### config.mk
export PLATFORM = sky130hd
export DESIGN_NAME = sound_scheduler
export DESIGN_NICKNAME = d
export VERILOG_FILES = /design/src/rtl/sound_scheduler.sv
export SDC_FILE = /design/constraint.sdc
export NUM_CORES = 1
export LEC_CHECK = 0
export CORE_AREA = 2 2 84 86
export CTS_CLUSTER_DIAMETER = 80
export DETAILED_ROUTE_END_ITERATION = 10
export DIE_AREA = 0 0 86 88
export PLACE_DENSITY = 0.76
export SETUP_SLACK_MARGIN = 0.5
export SYNTH_ARGS = -nofsm -noshare
export SYNTH_HDL_FRONTEND = slang
export SYNTH_SLANG_ARGS = --single-unit
### constraint.sdc
create_clock -name CLOCK_50 -period 6.09 [get_ports CLOCK_50]
set_clock_uncertainty 0.2 [all_clocks]
set_input_delay 0.609 -clock CLOCK_50 [delete_from_list [all_inputs] [get_ports CLOCK_50]]
set_output_delay 0.609 -clock CLOCK_50 [all_outputs]
set_load 0.05 [all_outputs]
### src/rtl/sound_scheduler.sv
// -----------------------------------------------------------------------------
// sound_scheduler
//
// Plays one of four fixed sound effects out of a shared 8-bit sample ROM into
// a codec DAC FIFO. Requests are latched as pending bits. A higher-priority
// request preempts the active sound, and a lower-priority request waits until
// the active sound ends. While nothing is playing, the codec receives a stream
// of silent samples so that its FIFO never runs dry.
//
// Ports
//   CLOCK_50      system clock
//   reset         synchronous reset, active-high
//   req_start     one-cycle request for sound 0 (start)
//   req_chomp     one-cycle request for sound 1 (chomp)
//   req_eatghost  one-cycle request for sound 2 (eatghost)
//   req_death     one-cycle request for sound 3 (death)
//   rom_addr      sample ROM address (ADDR_W bits); held outside FETCH
//   rom_q         ROM data, unsigned; valid one cycle after rom_addr
//   write_ready   codec DAC FIFO can accept a sample
//   write         codec write strobe
//   sample        signed 24-bit sample to the codec (same on left and right)
//   busy          a sound is playing
//   playing       id of the active sound (0 when idle)
//   done          one-cycle pulse when a sound ends without being preempted
//
// Parameters
//   ADDR_W        sample ROM address width
//   DIV           CLOCK_50 cycles per sample period
// -----------------------------------------------------------------------------
module sound_scheduler #(
    parameter int ADDR_W = 16,
    parameter int DIV    = 1042
) (
    input  logic              CLOCK_50,
    input  logic              reset,
    input  logic              req_start,
    input  logic              req_chomp,
    input  logic              req_eatghost,
    input  logic              req_death,
    output logic [ADDR_W-1:0] rom_addr,
    input  logic [7:0]        rom_q,
    input  logic              write_ready,
    output logic              write,
    output logic [23:0]       sample,
    output logic              busy,
    output logic [1:0]        playing,
    output logic              done
);

    localparam int              CNT_W   = (DIV > 1) ? $clog2(DIV) : 1;
    localparam logic [CNT_W-1:0] CNT_MAX = CNT_W'(DIV - 1);

    localparam logic [1:0] ID_START    = 2'd0;
    localparam logic [1:0] ID_CHOMP    = 2'd1;
    localparam logic [1:0] ID_EATGHOST = 2'd2;
    localparam logic [1:0] ID_DEATH    = 2'd3;

    typedef enum logic [2:0] {
        S_IDLE,
        S_FETCH,
        S_LOAD,
        S_WAIT_TICK,
        S_PUSH
    } state_t;

    // Segment table: where each sound lives in the ROM and how long it is.
    function automatic logic [ADDR_W-1:0] seg_base(input logic [1:0] id);
        case (id)
            ID_START:    seg_base = ADDR_W'(32'h0000);
            ID_CHOMP:    seg_base = ADDR_W'(32'h4000);
            ID_EATGHOST: seg_base = ADDR_W'(32'h4800);
            default:     seg_base = ADDR_W'(32'h5800);
        endcase
    endfunction

    function automatic logic [ADDR_W-1:0] seg_len(input logic [1:0] id);
        case (id)
            ID_START:    seg_len = ADDR_W'(32'h4000);
            ID_CHOMP:    seg_len = ADDR_W'(32'h0800);
            ID_EATGHOST: seg_len = ADDR_W'(32'h1000);
            default:     seg_len = ADDR_W'(32'h2000);
        endcase
    endfunction

    // Priority rank: larger wins (death > start > eatghost > chomp).
    function automatic logic [1:0] id_rank(input logic [1:0] id);
        case (id)
            ID_DEATH:    id_rank = 2'd3;
            ID_START:    id_rank = 2'd2;
            ID_EATGHOST: id_rank = 2'd1;
            default:     id_rank = 2'd0;
        endcase
    endfunction

    state_t              state_reg, state_next;
    logic [3:0]          pending_reg, pending_next;
    logic [1:0]          active_reg, active_next;
    logic [ADDR_W-1:0]   offset_reg, offset_next;
    logic [CNT_W-1:0]    count_reg, count_next;
    logic                armed_reg, armed_next;
    logic [ADDR_W-1:0]   rom_addr_reg, rom_addr_next;
    logic [23:0]         sample_reg, sample_next;
    logic                reset_q_reg;

    logic [3:0]          req_vec;
    logic [3:0]          new_req;
    logic [3:0]          eff_pending;
    logic                any_pending;
    logic [1:0]          top_id;
    logic                busy_int;
    logic                preempt;
    logic                tick;
    logic                last;
    logic                grant;
    logic                restart;

    assign req_vec  = {req_death, req_eatghost, req_chomp, req_start};
    assign busy_int = (state_reg != S_IDLE);

    // A request is dropped when it is for the sound already playing. It is
    // also dropped when it coincides with reset.
    generate
        for (genvar gi = 0; gi < 4; gi++) begin : g_req
            assign new_req[gi] = req_vec[gi] && !reset &&
                                 !(busy_int && (active_reg == 2'(gi)));
        end
    endgenerate

    // Pending set as seen by this cycle's selection. It includes requests
    // arriving now, so a request that lands on the final sample is picked up
    // straight away. A death request wipes everything else.
    assign eff_pending = new_req[ID_DEATH] ? 4'b1000 : (pending_reg | new_req);
    assign any_pending = |eff_pending;

    always_comb begin
        top_id = ID_CHOMP;
        if (eff_pending[ID_DEATH])
            top_id = ID_DEATH;
        else if (eff_pending[ID_START])
            top_id = ID_START;
        else if (eff_pending[ID_EATGHOST])
            top_id = ID_EATGHOST;
    end

    assign preempt = busy_int && any_pending && (id_rank(top_id) > id_rank(active_reg));
    assign tick    = busy_int && (count_reg == CNT_MAX);
    assign last    = (offset_reg == seg_len(active_reg) - ADDR_W'(1));

    // ---------------------------------------------------------------- state reg
    always_ff @(posedge CLOCK_50) begin
        if (reset) begin
            state_reg    <= S_IDLE;
            pending_reg  <= '0;
            active_reg   <= ID_START;
            offset_reg   <= '0;
            count_reg    <= '0;
            armed_reg    <= 1'b0;
            rom_addr_reg <= '0;
            sample_reg   <= '0;
            reset_q_reg  <= 1'b1;
        end else begin
            state_reg    <= state_next;
            pending_reg  <= pending_next;
            active_reg   <= active_next;
            offset_reg   <= offset_next;
            count_reg    <= count_next;
            armed_reg    <= armed_next;
            rom_addr_reg <= rom_addr_next;
            sample_reg   <= sample_next;
            reset_q_reg  <= 1'b0;
        end
    end

    // --------------------------------------------------------------- next state
    always_comb begin
        state_next   = state_reg;
        pending_next = eff_pending;
        active_next  = active_reg;
        offset_next  = offset_reg;
        armed_next   = armed_reg;
        grant        = 1'b0;
        restart      = 1'b0;

        if (state_reg == S_IDLE) begin
            if (any_pending) begin
                grant   = 1'b1;
                restart = 1'b1;
            end
        end else if (preempt) begin
            // The preempted sound is discarded. It is not re-queued.
            grant   = 1'b1;
            restart = 1'b1;
        end else begin
            case (state_reg)
                S_FETCH: begin
                    state_next = S_LOAD;
                    if (tick)
                        armed_next = 1'b1;
                end
                S_LOAD: begin
                    state_next = S_WAIT_TICK;
                    if (tick)
                        armed_next = 1'b1;
                end
                S_WAIT_TICK: begin
                    // A tick seen during FETCH/LOAD still counts. A tick seen
                    // during a stalled PUSH never reaches here, so a late
                    // sample waits for a fresh tick.
                    if (tick || armed_reg) begin
                        state_next = S_PUSH;
                        armed_next = 1'b0;
                    end
                end
                S_PUSH: begin
                    if (write_ready) begin
                        if (last) begin
                            if (any_pending)
                                grant = 1'b1;
                            else
                                state_next = S_IDLE;
                        end else begin
                            offset_next = offset_reg + ADDR_W'(1);
                            state_next  = S_FETCH;
                        end
                    end
                end
                default: state_next = S_IDLE;
            endcase
        end

        if (grant) begin
            state_next   = S_FETCH;
            active_next  = top_id;
            offset_next  = '0;
            pending_next = eff_pending & ~(4'b0001 << top_id);
        end
        if (restart)
            armed_next = 1'b0;
    end

    // The sample clock runs only while a sound is active. It restarts from
    // zero whenever playback starts from idle or is preempted.
    always_comb begin
        count_next = '0;
        if (busy_int && !restart)
            count_next = tick ? '0 : count_reg + CNT_W'(1);
    end

    // The address is loaded on entry to FETCH, so it is valid during FETCH
    // and the ROM data is valid during LOAD.
    always_comb begin
        rom_addr_next = rom_addr_reg;
        if (state_next == S_FETCH)
            rom_addr_next = seg_base(active_next) + offset_next;
    end

    always_comb begin
        sample_next = sample_reg;
        if (state_reg == S_LOAD)
            sample_next = {rom_q ^ 8'h80, 16'h0000};
    end

    // ------------------------------------------------------------------ outputs
    always_comb begin
        rom_addr = rom_addr_reg;
        busy     = busy_int;
        playing  = busy_int ? active_reg : 2'd0;
        sample   = (state_reg == S_IDLE) ? 24'h000000 : sample_reg;
        // Silence is streamed in IDLE. It is held off for the cycle right
        // after reset so that reset visibly quiets the strobe.
        write    = write_ready && !reset_q_reg &&
                   ((state_reg == S_IDLE) || (state_reg == S_PUSH));
        done     = (state_reg == S_PUSH) && write_ready && last && !preempt;
    end

endmodule

==> out/metrics.yaml <==
outcome:
  status: "completed"
power:
  leakagePower_nw: 1.51
  power_density_nw_per_um2: 414
  ir_drop_mv: 0.258
  finalPower_w: 0.00166
clocking:
  cts_buffer_depth: 2
  htreeDepth: 3
  cts_root_buffer: "clkbuf_8"
  postCtsSetupRepairBufs: 0
  clock_sinks: 62
  path_clk_slew_ns: 0.07
  insertion_delay_ns: 0.35
  cts_tree: "yes"
  cts_hold_buf: 0
  cts-buffers-inserted: 9
  cts_resized: 0
finish:
  fill_cells: 588
  final_core_util: 0.604
  area_growth_pct: 17.4
  fin_area_um2: 4010
  fin_cells: 530
  diodes: 0
  drive_gt1_frac: 0.0711
  multiInputGateArea_um2: 1950
  register_area_um2: 1240
  layout.nets: 475
place:
  dp_cells: 514
  portBuffers: 43
  dp_hpwl_mm: 5.46
  place_congestion: 0.956
  post_dp_cell_area_um2: 3850
logic_synthesis:
  synth_compound_area_frac: 0.142
  synth_xor_area_frac: 0.0717
  synth_top_family_by_area: "simple AND/OR/NAND/NOR gates"
  seq_area_frac_synth: 0.363
  ys_ff_latch: 62
  muxShareOfSynthArea: 0.0293
  ys_top_cells_by_count: "dfxtp_1, nor2_1, nand2_1"
  synth_warnings: 0
  synth.most_common_cell: "dfxtp_1"
  synth_area_leader_cell: "dfxtp_1"
  netlist_area_um2: 3420
  synthTopCellsByArea: "dfxtp_1, nor2_1, ha_1"
  syn_avg_cell_area_um2: 8.50
  synth-adder-area-share: 0.0571
  synth-edff-count: 0
  syn_inst: 402
  yosys.area.top_type_share: 0.363
  synthSimpleGateAreaFrac: 0.252
  async_reset_ff_frac: 0
  synth_cell_types: 55
  synthFlopType: "dfxtp_1"
timing:
  slew_violations: 0
  slew_headroom: 0.548
  worst_slew_pin_slew_ns: 0.677
  fin_setup_tns_ns: 0
  setup_viol: 0
  fin_crit_sh: 0.817
  rsz0062_at_grt: "no"
  finalCriticalPeriod_ns: 4.98
  max_freq_mhz: 201
  finalHoldViolations: 0
routing:
  postRouteAntennaNets: 0
  vias: 2875
  wl_met3_um: 467
  first_pass_iters: 4
  drt-total-wl_mm: 7.54
  met2WireLength_mm: 3.49
  drc_errors: 0
  drt-vias-per-instance: 5.42
  drtIter0Drc: 134
  highest_layer: "met4"
  m1WireLength_mm: 3.40
  wire_per_inst_um: 14.2
floorplanning:
  die_w_um: 86
  rows: 30
  start_util: 0.515
  ios: 60
  fp.coreArea_um2: 6640
  die_h_um: 88
  die-area_um2: 7570
critical_path:
  cp_data_arrival_time_ns: 5.03
  endpoint_kind: "flip-flop"
  crit_type: "in2reg"
  start_kind: "input port"
  worstPathMaxFanout: 12
  crit_required_ns: 6.14
global_route:
  grt_overflow: 0
  grt_pass1_wl_mm: 12.6
  grt_util_all_layers: 0.214
  grt_pass1_vias: 2731
  antenna_found_initial: 0
  grt_max_degree: 30
hold_path:
  min_path_type: "reg2reg"
run:
  maxCapViolations: 0
==> stage by stage <==
| stage | hold slack (ns) | setup WS [ns] |
|---|---|---|
| after floorplan | 0.245 | 1.52 |
| after detailed placement | 0.252 | 0.823 |
| after CTS | 0.263 | 1.18 |
| after global routing | 0.267 | 0.688 |
| final | 0.255 | 1.11 |
| after global placement | 0.243 | 0.986 |
==> worst max-delay path, stage by stage <==
cell and delay, ns:
clkdlybuf4s50_1 0.68, nor2b_1 0.13, a21oi_1 0.29, nand2_1 0.10
ha_1 0.31, nor2b_1 0.14, o21ai_0 0.35, a32o_1 0.18
buf_4 0.18, nand2_1 0.13, nor4_1 0.33, xnor2_1 0.14
nor2_1 0.12, ha_1 0.18, inv_1 0.05, fa_1 0.40
nand2b_1 0.20, a21oi_1 0.13, o31ai_1 0.08, o41ai_1 0.29
==> kinds of logic (layout without fill, tap and decap cells) <==
kind of cell	after synthesis	after routing
xor+xnor	28	28
mux	10	10
simple gates	171	171
other cells	1	16
buf+inv	51	84
compound gates	64	64
fa+ha+maj	15	15
flops	62	62
==> per-layer routing <==
metal,vias to the layer above,global-route usage
li1,1440,-
met1,1327,0.272
met2,92,0.330
met3,16,0.0603
met4,0,0.113
met5,-,0
==> worst paths after layout <==
path | from | to | slack [ns] | cells past startpoint
setup / recovery | reset | rom_addr[15] | 1.11 | 20
hold reg to reg | rom_addr[1] | rom_addr[1] | 0.25 | 2
setup reg to reg | active_reg[1] | rom_addr[15] | 1.23 | 21
hold / removal | rom_addr[1] | rom_addr[1] | 0.25 | 2
==> layout make-up <==
| class | instances | share of cell area |
|---|---|---|
| clock buffer | 11 | 0.0327 |
| timing repair buffer | 52 | 0.124 |
| sequential | 62 | 0.309 |
| clock inverter | 5 | 0.00873 |
| multi-input combinational | 304 | 0.485 |
| inverter | 16 | 0.0150 |
| tap | 80 | 0.0249 |
==> where the power goes <==
group | leakage (nW) | switching (W) | internal, W
Clock | 0.0837 | 0.000165 | 0.000148
Sequential | 0.502 | 0.0000399 | 0.000443
Combinational | 0.927 | 0.000565 | 0.000299
==> cell usage in the layout (no fill, tap or decap), drive strengths merged, types with 4 or more instances in the layout <==
cell type,netlist,routed
dfxtp,62,62
nor2,58,58
clkdlybuf4s50,0,43
nand2,24,24
a21oi,18,18
xor2,17,17
inv,16,17
nor3,17,17
nand3,16,16
and2,16,16
conb,1,16
ha,14,14
xnor2,11,11
clkbuf,7,11
mux2i,10,10
buf,28,9
nand4,8,8
a31o,8,8
nor2b,6,6
o21ai,6,6
nand2b,5,5
o31ai,5,5
a31oi,4,4
a211oi,4,4
Power figures use the tool's default switching activity.
